`config.mk`:
```
export PLATFORM = sky130hd
export DESIGN_NAME = conv_layer_sched_flat
export DESIGN_NICKNAME = d
export VERILOG_FILES = /design/src/rtl/conv_layer_sched_if.sv /design/src/rtl/conv_layer_sched.sv /design/src/flat_wrapper.sv
export SDC_FILE = /design/constraint.sdc
export NUM_CORES = 1
export LEC_CHECK = 0
export CORE_UTILIZATION = 54
export DETAILED_ROUTE_END_ITERATION = 7
export GPL_ROUTABILITY_DRIVEN = 1
export MAX_ROUTING_LAYER = met4
export PLACE_DENSITY = 0.8
export SLEW_MARGIN = 20
export SYNTH_ARGS = -nofsm -noshare
export SYNTH_HDL_FRONTEND = slang
export SYNTH_SLANG_ARGS = --single-unit
```
`constraint.sdc`:
```
create_clock -name clk -period 2.9 [get_ports clk]
set_clock_uncertainty 0.15 [all_clocks]
set_input_delay 0.435 -clock clk [delete_from_list [all_inputs] [get_ports clk]]
set_output_delay 0.435 -clock clk [all_outputs]
set_load 0.1 [all_outputs]
```
`src/rtl/conv_layer_sched_if.sv`:
```
// Handshake bundle between the layer scheduler, its controller, the line-buffer
// loader and the convolve engine. The slave modport is the scheduler's view.
interface conv_layer_sched_if #(
  parameter int DADDR_W = 12,
  parameter int KB_W    = 3
);
  logic               layer_start;
  logic               layer_abort;
  logic [1:0]         cfg_stride;
  logic [KB_W-1:0]    cfg_num_kernels;
  logic [DADDR_W-1:0] cfg_dest_base;
  logic               row_req;
  logic [4:0]         row_idx;
  logic               row_ack;
  logic               conv_start;
  logic [1:0]         conv_stride;
  logic               conv_done;
  logic [DADDR_W-1:0] conv_dest_addr;
  logic [KB_W-1:0]    kernel_bank;
  logic               layer_busy;
  logic               layer_done;
  logic               err;

  modport master (
    output layer_start, layer_abort, cfg_stride, cfg_num_kernels, cfg_dest_base,
    output row_ack, conv_done,
    input  row_req, row_idx, conv_start, conv_stride, conv_dest_addr,
    input  kernel_bank, layer_busy, layer_done, err
  );

  modport slave (
    input  layer_start, layer_abort, cfg_stride, cfg_num_kernels, cfg_dest_base,
    input  row_ack, conv_done,
    output row_req, row_idx, conv_start, conv_stride, conv_dest_addr,
    output kernel_bank, layer_busy, layer_done, err
  );
endinterface

```
`src/rtl/conv_layer_sched.sv`:
```
// Sequences the 3x3 convolve engine over every (kernel bank, output row band)
// pair of a layer, with a WAIT-state watchdog and a synchronous abort.
module conv_layer_sched #(
  parameter int ROWS    = 28,
  parameter int DADDR_W = 12,
  parameter int KB_W    = 3,
  parameter int TIMEOUT = 1023
) (
  input logic               clk,
  input logic               rst_n,
  conv_layer_sched_if.slave bus
);
  localparam int WD_W  = $clog2(TIMEOUT + 1);
  localparam int OR_S1 = ROWS - 2;
  localparam int OR_S2 = (ROWS - 3) / 2 + 1;

  typedef enum logic [2:0] {
    S_IDLE, S_FETCH, S_START, S_WAIT, S_ADVANCE, S_DONE
  } state_t;

  state_t             r_state;
  logic [1:0]         r_stride;
  logic [KB_W-1:0]    r_nk;
  logic [KB_W-1:0]    r_k;
  logic [4:0]         r_or;
  logic [4:0]         r_b;
  logic [4:0]         r_row_idx;
  logic [DADDR_W-1:0] r_dest;
  logic [WD_W-1:0]    r_wdog;
  logic               r_row_req;
  logic               r_conv_start;
  logic               r_busy;
  logic               r_done;
  logic               r_err;

  logic               w_cfg_ok;
  logic [4:0]         w_or;
  logic [DADDR_W-1:0] w_oc;

  assign w_cfg_ok = ((bus.cfg_stride == 2'd1) || (bus.cfg_stride == 2'd2)) &&
                    (bus.cfg_num_kernels != '0);
  assign w_or     = (bus.cfg_stride == 2'd2) ? 5'(OR_S2) : 5'(OR_S1);
  // Output maps are square, so one output row spans OR addresses.
  assign w_oc     = DADDR_W'(r_or);

  always_ff @(posedge clk or negedge rst_n) begin
    if (!rst_n) begin
      r_state      <= S_IDLE;
      r_stride     <= '0;
      r_nk         <= '0;
      r_k          <= '0;
      r_or         <= '0;
      r_b          <= '0;
      r_row_idx    <= '0;
      r_dest       <= '0;
      r_wdog       <= '0;
      r_row_req    <= 1'b0;
      r_conv_start <= 1'b0;
      r_busy       <= 1'b0;
      r_done       <= 1'b0;
      r_err        <= 1'b0;
    end else if (r_state != S_IDLE && bus.layer_abort) begin
      r_state      <= S_IDLE;
      r_row_req    <= 1'b0;
      r_conv_start <= 1'b0;
      r_busy       <= 1'b0;
      r_done       <= 1'b0;
      r_row_idx    <= '0;
      r_k          <= '0;
      r_dest       <= '0;
    end else begin
      case (r_state)
        S_IDLE: begin
          if (bus.layer_start) begin
            if (w_cfg_ok) begin
              r_stride  <= bus.cfg_stride;
              r_nk      <= bus.cfg_num_kernels;
              r_or      <= w_or;
              r_k       <= '0;
              r_b       <= '0;
              r_row_idx <= '0;
              r_dest    <= bus.cfg_dest_base;
              r_err     <= 1'b0;
              r_busy    <= 1'b1;
              r_row_req <= 1'b1;
              r_state   <= S_FETCH;
            end else begin
              r_err <= 1'b1;
            end
          end
        end
        S_FETCH: begin
          if (bus.row_ack) begin
            r_row_req    <= 1'b0;
            r_conv_start <= 1'b1;
            r_state      <= S_START;
          end
        end
        S_START: begin
          r_conv_start <= 1'b0;
          r_wdog       <= '0;
          r_state      <= S_WAIT;
        end
        S_WAIT: begin
          if (bus.conv_done) begin
            r_state <= S_ADVANCE;
          end else if (r_wdog == WD_W'(TIMEOUT)) begin
            r_err   <= 1'b1;
            r_busy  <= 1'b0;
            r_state <= S_IDLE;
          end else begin
            r_wdog <= r_wdog + 1'b1;
          end
        end
        S_ADVANCE: begin
          if (r_b == r_or - 5'd1) begin
            if (r_k == r_nk - KB_W'(1)) begin
              r_done  <= 1'b1;
              r_state <= S_DONE;
            end else begin
              r_b       <= '0;
              r_k       <= r_k + KB_W'(1);
              r_row_idx <= '0;
              r_dest    <= r_dest + w_oc;
              r_row_req <= 1'b1;
              r_state   <= S_FETCH;
            end
          end else begin
            r_b       <= r_b + 5'd1;
            r_row_idx <= r_row_idx + {3'b000, r_stride};
            r_dest    <= r_dest + w_oc;
            r_row_req <= 1'b1;
            r_state   <= S_FETCH;
          end
        end
        S_DONE: begin
          r_done  <= 1'b0;
          r_busy  <= 1'b0;
          r_state <= S_IDLE;
        end
        default: r_state <= S_IDLE;
      endcase
    end
  end

  assign bus.row_req        = r_row_req;
  assign bus.row_idx        = r_row_idx;
  assign bus.conv_start     = r_conv_start;
  assign bus.conv_stride    = r_stride;
  assign bus.conv_dest_addr = r_dest;
  assign bus.kernel_bank    = r_k;
  assign bus.layer_busy     = r_busy;
  assign bus.layer_done     = r_done;
  assign bus.err            = r_err;
endmodule
```
`src/flat_wrapper.sv`:
```
// flat-port wrapper written by rule: the top's interface ports become plain ports
module conv_layer_sched_flat 
#(
  parameter int ROWS    = 28,
  parameter int DADDR_W = 12,
  parameter int KB_W    = 3,
  parameter int TIMEOUT = 1023
)
  (clk, rst_n, bus_layer_start, bus_layer_abort, bus_cfg_stride, bus_cfg_num_kernels, bus_cfg_dest_base, bus_row_ack, bus_conv_done, bus_row_req, bus_row_idx, bus_conv_start, bus_conv_stride, bus_conv_dest_addr, bus_kernel_bank, bus_layer_busy, bus_layer_done, bus_err);
  conv_layer_sched_if #(.DADDR_W(DADDR_W), .KB_W(KB_W)) bus_i ();
  input logic clk;
  input logic rst_n;
  input wire logic [$bits(bus_i.layer_start)-1:0] bus_layer_start;
  input wire logic [$bits(bus_i.layer_abort)-1:0] bus_layer_abort;
  input wire logic [$bits(bus_i.cfg_stride)-1:0] bus_cfg_stride;
  input wire logic [$bits(bus_i.cfg_num_kernels)-1:0] bus_cfg_num_kernels;
  input wire logic [$bits(bus_i.cfg_dest_base)-1:0] bus_cfg_dest_base;
  input wire logic [$bits(bus_i.row_ack)-1:0] bus_row_ack;
  input wire logic [$bits(bus_i.conv_done)-1:0] bus_conv_done;
  output wire logic [$bits(bus_i.row_req)-1:0] bus_row_req;
  output wire logic [$bits(bus_i.row_idx)-1:0] bus_row_idx;
  output wire logic [$bits(bus_i.conv_start)-1:0] bus_conv_start;
  output wire logic [$bits(bus_i.conv_stride)-1:0] bus_conv_stride;
  output wire logic [$bits(bus_i.conv_dest_addr)-1:0] bus_conv_dest_addr;
  output wire logic [$bits(bus_i.kernel_bank)-1:0] bus_kernel_bank;
  output wire logic [$bits(bus_i.layer_busy)-1:0] bus_layer_busy;
  output wire logic [$bits(bus_i.layer_done)-1:0] bus_layer_done;
  output wire logic [$bits(bus_i.err)-1:0] bus_err;
  assign bus_i.layer_start = bus_layer_start;
  assign bus_i.layer_abort = bus_layer_abort;
  assign bus_i.cfg_stride = bus_cfg_stride;
  assign bus_i.cfg_num_kernels = bus_cfg_num_kernels;
  assign bus_i.cfg_dest_base = bus_cfg_dest_base;
  assign bus_i.row_ack = bus_row_ack;
  assign bus_i.conv_done = bus_conv_done;
  assign bus_row_req = bus_i.row_req;
  assign bus_row_idx = bus_i.row_idx;
  assign bus_conv_start = bus_i.conv_start;
  assign bus_conv_stride = bus_i.conv_stride;
  assign bus_conv_dest_addr = bus_i.conv_dest_addr;
  assign bus_kernel_bank = bus_i.kernel_bank;
  assign bus_layer_busy = bus_i.layer_busy;
  assign bus_layer_done = bus_i.layer_done;
  assign bus_err = bus_i.err;
  conv_layer_sched #(.ROWS(ROWS), .DADDR_W(DADDR_W), .KB_W(KB_W), .TIMEOUT(TIMEOUT)) u_core (.clk(clk), .rst_n(rst_n), .bus(bus_i));
endmodule
```
Word level (Yosys, flattened, before mapping):

Index checks and enable logic that the tools add are counted.

* bits in registers: 53
* input port bits: 23
* word-level logic and storage cells: 129

* add/subtract/negate cells: 7
* equality and inequality tests: 26
* multiplexer cells: 56
* bitwise gates (word level): 1
* reduce and logical (&&, ||, !) cells: 25

Operators with widths (number)
* $mux W12: 5
* $mux W3: 13
* $mux W5: 7
* $reduce_and A5 Y1: 5
* $pmux W12 S2: 1
* $mux W10: 2
* $pmux W10 S2: 1
* $pmux W5 S2: 2
* $mux W1: 18
* $reduce_and A4 Y1: 4
* $pmux W3 S5: 1
* $reduce_bool A3 Y1: 5
* $add A12 B5 Y12: 1
* $ne A3 B1 Y1 const B: 4
* $ne A3 B2 Y1 const B: 4
* $add A10 B1 Y10 const B: 1
* $eq A10 B10 Y1 const B: 1
* $reduce_bool A4 Y1: 2
* $eq A3 B2 Y1 const B: 2
* $eq A3 B3 Y1 const B: 2
* $ne A2 B2 Y1 const B: 3
* $pmux W1 S2: 3
* $pmux W1 S3: 2
* $pmux W3 S2: 1
* 21 further kinds: 25

Longest topological paths before layout:

Gate-level depths: netlist (run 1).

* depth in word-level cells: 7
* gate-level depth with buffers: 9
* depth with buffers taken out: 9

Least setup slack after synthesis (run 1):

No wires, ideal clock.

* kind: register to register
* start: register u_core.r_dest[0], in the netlist u_core.bus.conv_dest_addr[0]
* end: register u_core.r_dest[8], in the netlist u_core.bus.conv_dest_addr[8]
* setup time: 0.083 ns
* arrival time: 2.645 ns
* data required time: 2.667 ns
* slack: 0.022 ns
* cell stages (with the launch flop): 10
* buffers on the path: 0
* path through: dfrtp_1 ha_1 inv_1 fa_1 nor2b_1 o31a_1 or2_2 nand4_1 o31a_1 o22ai_2

* longest elaborated chain between the ends: 5

RTL lines
* start, declared: RTL line conv_layer_sched.sv:28 `logic [DADDR_W-1:0] r_dest;`
* start signal, assigned: RTL line conv_layer_sched.sv:82 `r_dest <= bus.cfg_dest_base;`
* start signal, assigned: RTL line conv_layer_sched.sv:124 `r_dest <= r_dest + w_oc;`
* start signal, assigned: RTL line conv_layer_sched.sv:131 `r_dest <= r_dest + w_oc;`
* $add A12 B5 Y12 (*): RTL line conv_layer_sched.sv:124, conv_layer_sched.sv:131
* $mux W12: RTL line conv_layer_sched.sv:117 `if (r_k == r_nk - KB_W'(1)) begin`
* $mux W12 (*): RTL line conv_layer_sched.sv:116 `if (r_b == r_or - 5'd1) begin`
* $pmux W12 S2 (*): RTL line conv_layer_sched.sv:72 `case (r_state)`
* $mux W12 (*): RTL line conv_layer_sched.sv:62 `end else if (r_state != S_IDLE && bus.layer_abort) begin`

Every way passes the cells marked *; elsewhere a longest branch is shown, timed or not. The select of a mux whose other input is x is not followed.
A chain may end at the register's enable or synchronous reset.

Worst setup path in the final report (run 1):

* start: register u_core.r_or[2]
* end: register u_core.r_dest[8], in the netlist u_core.bus.conv_dest_addr[8]

* longest elaborated chain between the ends: 5
* elaborated cells between the ends (all ways): 9
* classes of those cells: add/sub: 2; eq/ne: 2; mux: 4; reduce/logical: 1

RTL lines
* start, declared: RTL line conv_layer_sched.sv:25 `logic [4:0] r_or;`
* start signal, assigned: RTL line conv_layer_sched.sv:78 `r_or <= w_or;`
* $add A12 B5 Y12 / $sub A5 B1 Y5 (equally long branches): RTL line conv_layer_sched.sv:124, conv_layer_sched.sv:131, conv_layer_sched.sv:116
* $mux W12 / $eq A5 B5 Y1 (equally long branches): RTL line conv_layer_sched.sv:117, conv_layer_sched.sv:116
* $mux W12: RTL line conv_layer_sched.sv:116
* $pmux W12 S2: RTL line conv_layer_sched.sv:72
* $mux W12: RTL line conv_layer_sched.sv:62

Parallel ways exist; a longest one is shown, timed or not. The select of a mux whose other input is x is not followed.

==> results of run 1 <==
[flip-flops by register name (all words and copies together), names as in the netlist, 2 cells and up]
register / count
u_core.bus.conv_dest_addr: 12
u_core.bus.conv_stride: 2
u_core.bus.kernel_bank: 3
u_core.bus.row_idx: 5
u_core.r_b: 5
u_core.r_nk: 3
u_core.r_or: 3
u_core.r_state: 3
u_core.r_wdog: 10
[layout by cell type, fill, tap and decap left out, types with 8 or more instances in the layout]
master,n
a21oi_1,15
a22o_1,8
buf_4,41
clkdlybuf4s50_1,21
dfrtp_1,51
ha_1,15
inv_1,12
nand2_1,29
nand3_1,9
nor2_1,27
nor3_1,10
o21ai_0,26
xor2_1,8
[path summary, 6_finish.rpt]
path | start | endpoint | slack (ns) | cells after the start
worst max register to register | u_core.r_or[2]$_DFFE_PN0P_ | u_core.bus.conv_dest_addr[8]$_DFFE_PN0P_ | 0.20 | 9
worst min-delay path | rst_n | u_core.bus.conv_dest_addr[3]$_DFFE_PN0P_ | 0.08 | 2
worst max-delay path | u_core.r_or[2]$_DFFE_PN0P_ | u_core.bus.conv_dest_addr[8]$_DFFE_PN0P_ | 0.20 | 9
worst min register to register | u_core.bus.row_req$_DFFE_PN0P_ | u_core.bus.row_req$_DFFE_PN0P_ | 0.35 | 1
min in group clk | u_core.bus.row_req$_DFFE_PN0P_ | u_core.bus.row_req$_DFFE_PN0P_ | 0.35 | 1
max in group asynchronous | rst_n | u_core.bus.layer_busy$_DFFE_PN0P_ | 2.08 | 2
[power breakdown]
part | internal (mW) | total [mW] | leakage, nW | switching, mW
clock network | 0.218 | 0.443 | 0.0515 | 0.225
logic | 0.629 | 2.04 | 1.00 | 1.41
registers | 0.874 | 1.06 | 0.672 | 0.190
[cell families (layout without fill, tap and decap cells)]
kind of cell / after synthesis / after routing / share of synthesized area, %
AO/OA/AOI/OAI: 102 / 102 / 22.2
XOR/XNOR: 16 / 16 / 5.43
adder cells (fa/ha/maj): 17 / 17 / 7.32
buffers and inverters: 24 / 83 / 3.46
flip-flops: 51 / 51 / 41.0
multiplexers: 6 / 6 / 2.09
AND/OR/NAND/NOR: 112 / 112 / 18.5
[area by class of cell]
cell class,instances,share of cell area [%]
multi-input cells,253,45.9
flip-flops and latches,51,33.9
repair buffers,63,13.9
clock buffers,8,2.66
well taps,72,2.39
inverters,12,1.20
[layer usage]
metal | GRT usage, % | part of all wire, %
met1 | 35.7 | 46
met2 | 41.4 | 48
met3 | 3.88 | 4.9
met4 | 7.04 | 1.3
met5 | - | 0
[stage by stage]
| step | hold slack [ns] | utilization (%) | cell area (um2) | setup TNS [ns] | worst slack, ns |
|---|---|---|---|---|---|
| 2_1_floorplan | -0.0106 | - | 3110 | 0 | 0.0216 |
| 3_3_place_gp | 0.328 | 66.1 | 3660 | 0 | 0.0898 |
| 3_5_place_dp | 0.335 | 66.1 | 3660 | -0.000609 | -0.000609 |
| 4_1_cts | 0.112 | 67.9 | 3760 | 0 | 0.173 |
| 5_1_grt | 0.138 | 67.9 | 3760 | 0 | 0.0102 |
| 6_report | 0.0848 | 67.9 | 3760 | 0 | 0.199 |
==> results.sh, run 1 <==
export IMPL_outcome="finished, final reports clean"
export IMPL_slowest_stage="o31ai_4"
export IMPL_vias_per_cell=5.93
export IMPL_cts_root_buf="clkbuf_8"
export IMPL_gr_total_overflow=0
export IMPL_cp_arrival_ns=2.79
export IMPL_insertedDiodeCount=0
export IMPL_regArea_mm2=0.00128
export IMPL_die_area_mm2=0.00607
export IMPL_dieWidth_um=77.9
export IMPL_cts_tree="built"
export IMPL_rows=27
export IMPL_post_dp_hpwl_mm=5.24
export IMPL_yosys_warnings=0
export IMPL_power_density_mw_per_mm2=942
export IMPL_required_ns=2.99
export IMPL_ctsHoldBuffers=0
export IMPL_gp_congestion=0.848
export IMPL_finalHoldViolCount=0
export IMPL_cts_sinks=51
export IMPL_ys_seq_area_share_pct=41.0
export IMPL_slew_violations=0
export IMPL_async_reset_ff_share_pct=100
export IMPL_synth_most_common_cell="dfrtp_1"
export IMPL_track_usage_pct=26.3
export IMPL_ys_top_cells_by_area="dfrtp_1 (41%), ha_1 (6.0%), o21ai_0 (4.2%), nand2_1 (3.5%), nor2_1 (3.3%)"
export IMPL_path_delay_family="compound AO/OA/AOI/OAI gates"
export IMPL_crit_fanout=11
export IMPL_core_mm2=0.00554
export IMPL_grt_pass1_wl_mm=12.3
export IMPL_cts_path_max_buffers=2
export IMPL_pin_count=50
export IMPL_ctsResizeCount=0
export IMPL_max_freq_mhz=370
export IMPL_final_instance_count_excl_fill=459
export IMPL_yosys_area_top_type="dfrtp_1"
export IMPL_synth_nets=368
export IMPL_vias=2721
export IMPL_post_route_min_period_ns=2.70
export IMPL_drive_gt1_share_pct=17.6
export IMPL_vdd_drop_max_uv=684
export IMPL_avgRoutedWirePerCell_um=15.5
export IMPL_chipHeight_um=77.9
export IMPL_cts_setup_buffers=0
export IMPL_min_delay_path_class="input port to async pin"
export IMPL_nNetsFinal=426
export IMPL_synth_edf_count=0
export IMPL_io_buffers=49
export IMPL_crit_path_end_kind="register"
export IMPL_path_class="register to register"
export IMPL_drv_cap=0
export IMPL_period_share_pct=93.1
export IMPL_drt_pre_antenna_iters=4
export IMPL_cp_start_kind="register"
export IMPL_antenna_found_initial=0
export IMPL_rsz0062_at_grt="no"
export IMPL_cts_buffers=5
export IMPL_first_global_vias=2575
export IMPL_drc=0
export IMPL_multi_input_area_mm2=0.00173
export IMPL_initial_core_util_pct=56.2
export IMPL_synthFlopType="dfrtp_1"
export IMPL_synth_cell_types=57
export IMPL_synth_top_area_share_pct=41.0
export IMPL_p_leak_nw=1.72
export IMPL_ys_top_cells_by_count="dfrtp_1 (51), nand2_1 (29), nor2_1 (27)"
export IMPL_clock_latency_ns=0.30
export IMPL_path_clk_slew_ns=0.09
export IMPL_wirelength_mm=7.12
export IMPL_cts_max_level=2
export IMPL_ys_ff_latch=51
export IMPL_syn_area_mm2=0.00311
export IMPL_cp_cell_sequence="inv_1 -> ha_1 -> nor3b_1 -> xnor2_1 -> or2_4 -> o31ai_4 -> buf_4 -> a21oi_2 -> o22ai_2"
export IMPL_setup_viol=0
export IMPL_worstMarginPinSlew_ns=0.967
export IMPL_cpPeakStageDelay_ns=0.51
export IMPL_power_mw=3.55
export IMPL_dp_cells=451
export IMPL_area_growth_pct=20.9
export IMPL_ant_nets=0
export IMPL_drt_iter0_markers=231
export IMPL_grt_max_degree=52
export IMPL_synth_cells=328
export IMPL_nFillCells=456
export IMPL_path_buf_inv=2
export IMPL_relSlewSlack_pct=34.7
export IMPL_syn_avg_cell_area_um2=9.49
No activity file was read; power rests on OpenSTA's default activity.
==> run 2, diff against run 1 <==
- CTS_CLUSTER_DIAMETER: unset -> 200
==> results of run 2 <==
Same layout as run 1: the final DEF is identical, and so are final timing and power.
==> run 3, diff against run 2 <==
- SLEW_MARGIN: 20 -> 25
- clock period: 2.9 -> 2.81 ns (I/O delays scaled with it)
==> results.sh, run 3 (synthesized netlist as in run 1, its figures left out) <==
export IMPL_outcome="finished, final reports clean"
export IMPL_intPower_mw=1.87
export IMPL_cts_max_level=2
export IMPL_power_frac_seq_pct=28.8
export IMPL_dieWidth_um=77.9
export IMPL_path_class="input port to register"
export IMPL_rsz0062_at_grt="no"
export IMPL_path_clk_slew_ns=0.09
export IMPL_worst_slack_ns=0.228
export IMPL_pin_count=50
export IMPL_vdd_drop_max_uv=698
export IMPL_cts_sinks=51
export IMPL_place_ws_ns=-0.112
export IMPL_grt_max_degree=30
export IMPL_rows=27
export IMPL_drc=0
export IMPL_initial_core_util_pct=56.2
export IMPL_io_buffers=49
export IMPL_antenna_found_initial=0
export IMPL_layout_commonest_cell="dfrtp_1"
export IMPL_cts_root_buf="clkbuf_8"
export IMPL_relSlewSlack_pct=33.1
export IMPL_final_instance_count_excl_fill=465
export IMPL_drive_gt1_share_pct=19.1
export IMPL_area_growth_pct=23.4
export IMPL_finalHoldViolCount=0
export IMPL_nNetsFinal=432
export IMPL_cp_cell_sequence="clkdlybuf4s50_1 -> inv_1 -> ha_1 -> inv_1 -> o311ai_0 -> o21a_1 -> or3_4 -> o21ai_0 -> o21ai_0"
export IMPL_post_route_min_period_ns=2.58
export IMPL_chipHeight_um=77.9
export IMPL_power_density_mw_per_mm2=982
export IMPL_wirelength_mm=6.98
export IMPL_nFillCells=432
export IMPL_min_delay_path_class="register to register"
export IMPL_crit_fanout=14
export IMPL_first_global_vias=2589
export IMPL_required_ns=2.84
export IMPL_cts_path_max_buffers=2
export IMPL_cts_buffers=5
export IMPL_avgRoutedWirePerCell_um=15.0
export IMPL_mostFrequentLayoutCells="dfrtp_1 (50), buf_4 (45), nand2_1 (29)"
export IMPL_slowest_stage="clkdlybuf4s50_1"
export IMPL_worstMarginPinSlew_ns=0.991
export IMPL_switching_share_pct=50.3
export IMPL_p_clk_share_pct=14.0
export IMPL_cp_start_kind="input port"
export IMPL_core_mm2=0.00554
export IMPL_slew_violations=0
export IMPL_p_sw_mw=1.90
export IMPL_cts_setup_buffers=0
export IMPL_setup_viol=0
export IMPL_drv_cap=0
export IMPL_die_area_mm2=0.00607
export IMPL_gr_total_overflow=0
export IMPL_largest_register_ffs=12
export IMPL_fin_setup_tns_ns=0
export IMPL_vias=2678
export IMPL_p_comb_share_pct=57.2
export IMPL_max_freq_mhz=387
export IMPL_drt_pre_antenna_iters=4
export IMPL_path_buf_inv=3
export IMPL_track_usage_pct=25.9
export IMPL_insertedDiodeCount=0
export IMPL_period_share_pct=91.9
export IMPL_crit_path_end_kind="register"
export IMPL_path_delay_family="compound AO/OA/AOI/OAI gates"
export IMPL_clock_latency_ns=0.31
export IMPL_vias_per_cell=5.76
export IMPL_p_leak_nw=1.77
export IMPL_cts_tree="built"
export IMPL_drt_iter0_markers=211
export IMPL_ctsHoldBuffers=1
export IMPL_post_dp_hpwl_mm=5.15
export IMPL_ant_nets=0
export IMPL_gp_congestion=0.833
export IMPL_grt_pass1_wl_mm=12.0
export IMPL_dp_cells=456
export IMPL_cp_arrival_ns=2.61
export IMPL_ctsResizeCount=0
export IMPL_cpPeakStageDelay_ns=0.47
[run 3: metrics by stage]
| step | power, mW | instance area [um2] | utilization [%] | hold slack, ns |
|---|---|---|---|---|
| 6_report | 3.77 | 3840 | 69.4 | 0.381 |
| 5_1_grt | 3.99 | 3840 | 69.4 | 0.406 |
| 4_1_cts | 3.79 | 3840 | 69.4 | 0.381 |
| 3_5_place_dp | 3.25 | 3710 | 67.1 | 0.295 |
| 3_3_place_gp | 3.21 | 3710 | 67.1 | 0.294 |
| 2_1_floorplan | 2.74 | 3110 | - | -0.0241 |
[run 3: final cells by class]
class,instances,area (um2),share of cell area [%]
clock inverter,2,35.0,0.912
inverter,12,45.0,1.17
clock buffer,6,82.6,2.15
timing repair buffer,69,583,15.2
sequential,51,1280,33.2
tap,72,90.1,2.34
multi-input combinational,253,1730,45.0
[run 3: per-layer routing]
layer	GRT usage (%)	up-vias	wire length [um]
li1	-	1318	-
met5	-	-	0
met2	40.4	88	3210
met1	34.7	1265	3330
met4	7.41	0	63
met3	4.59	7	375
[run 3: worst paths after layout]
| path | from | end | slack (ns) | cells past startpoint |
|---|---|---|---|---|
| worst min-delay path | u_core.bus.layer_done$_DFFE_PN0P_ | u_core.bus.layer_done$_DFFE_PN0P_ | 0.38 | 1 |
| min in group asynchronous | rst_n | u_core.bus.conv_dest_addr[2]$_DFFE_PN0P_ | 0.49 | 2 |
| max in group asynchronous | rst_n | u_core.bus.conv_dest_addr[0]$_DFFE_PN0P_ | 1.47 | 3 |
| worst max register to register | u_core.r_nk[0]$_DFFE_PN0P_ | u_core.bus.conv_dest_addr[8]$_DFFE_PN0P_ | 0.28 | 8 |
| worst min register to register | u_core.bus.layer_done$_DFFE_PN0P_ | u_core.bus.layer_done$_DFFE_PN0P_ | 0.38 | 1 |
| worst max-delay path | bus_cfg_stride[0] | u_core.r_b[4]$_DFFE_PN0P_ | 0.23 | 9 |
[run 3: power groups by stage]
| stage | registers (mW) | clock network [mW] | logic (mW) |
|---|---|---|---|
| after floorplan | 1.88 | 0 | 0.861 |
| after global placement | 1.09 | 0 | 2.11 |
| after detailed placement | 1.10 | 0 | 2.15 |
| after CTS | 1.08 | 0.538 | 2.16 |
| after global routing | 1.11 | 0.573 | 2.30 |
| final | 1.09 | 0.529 | 2.16 |
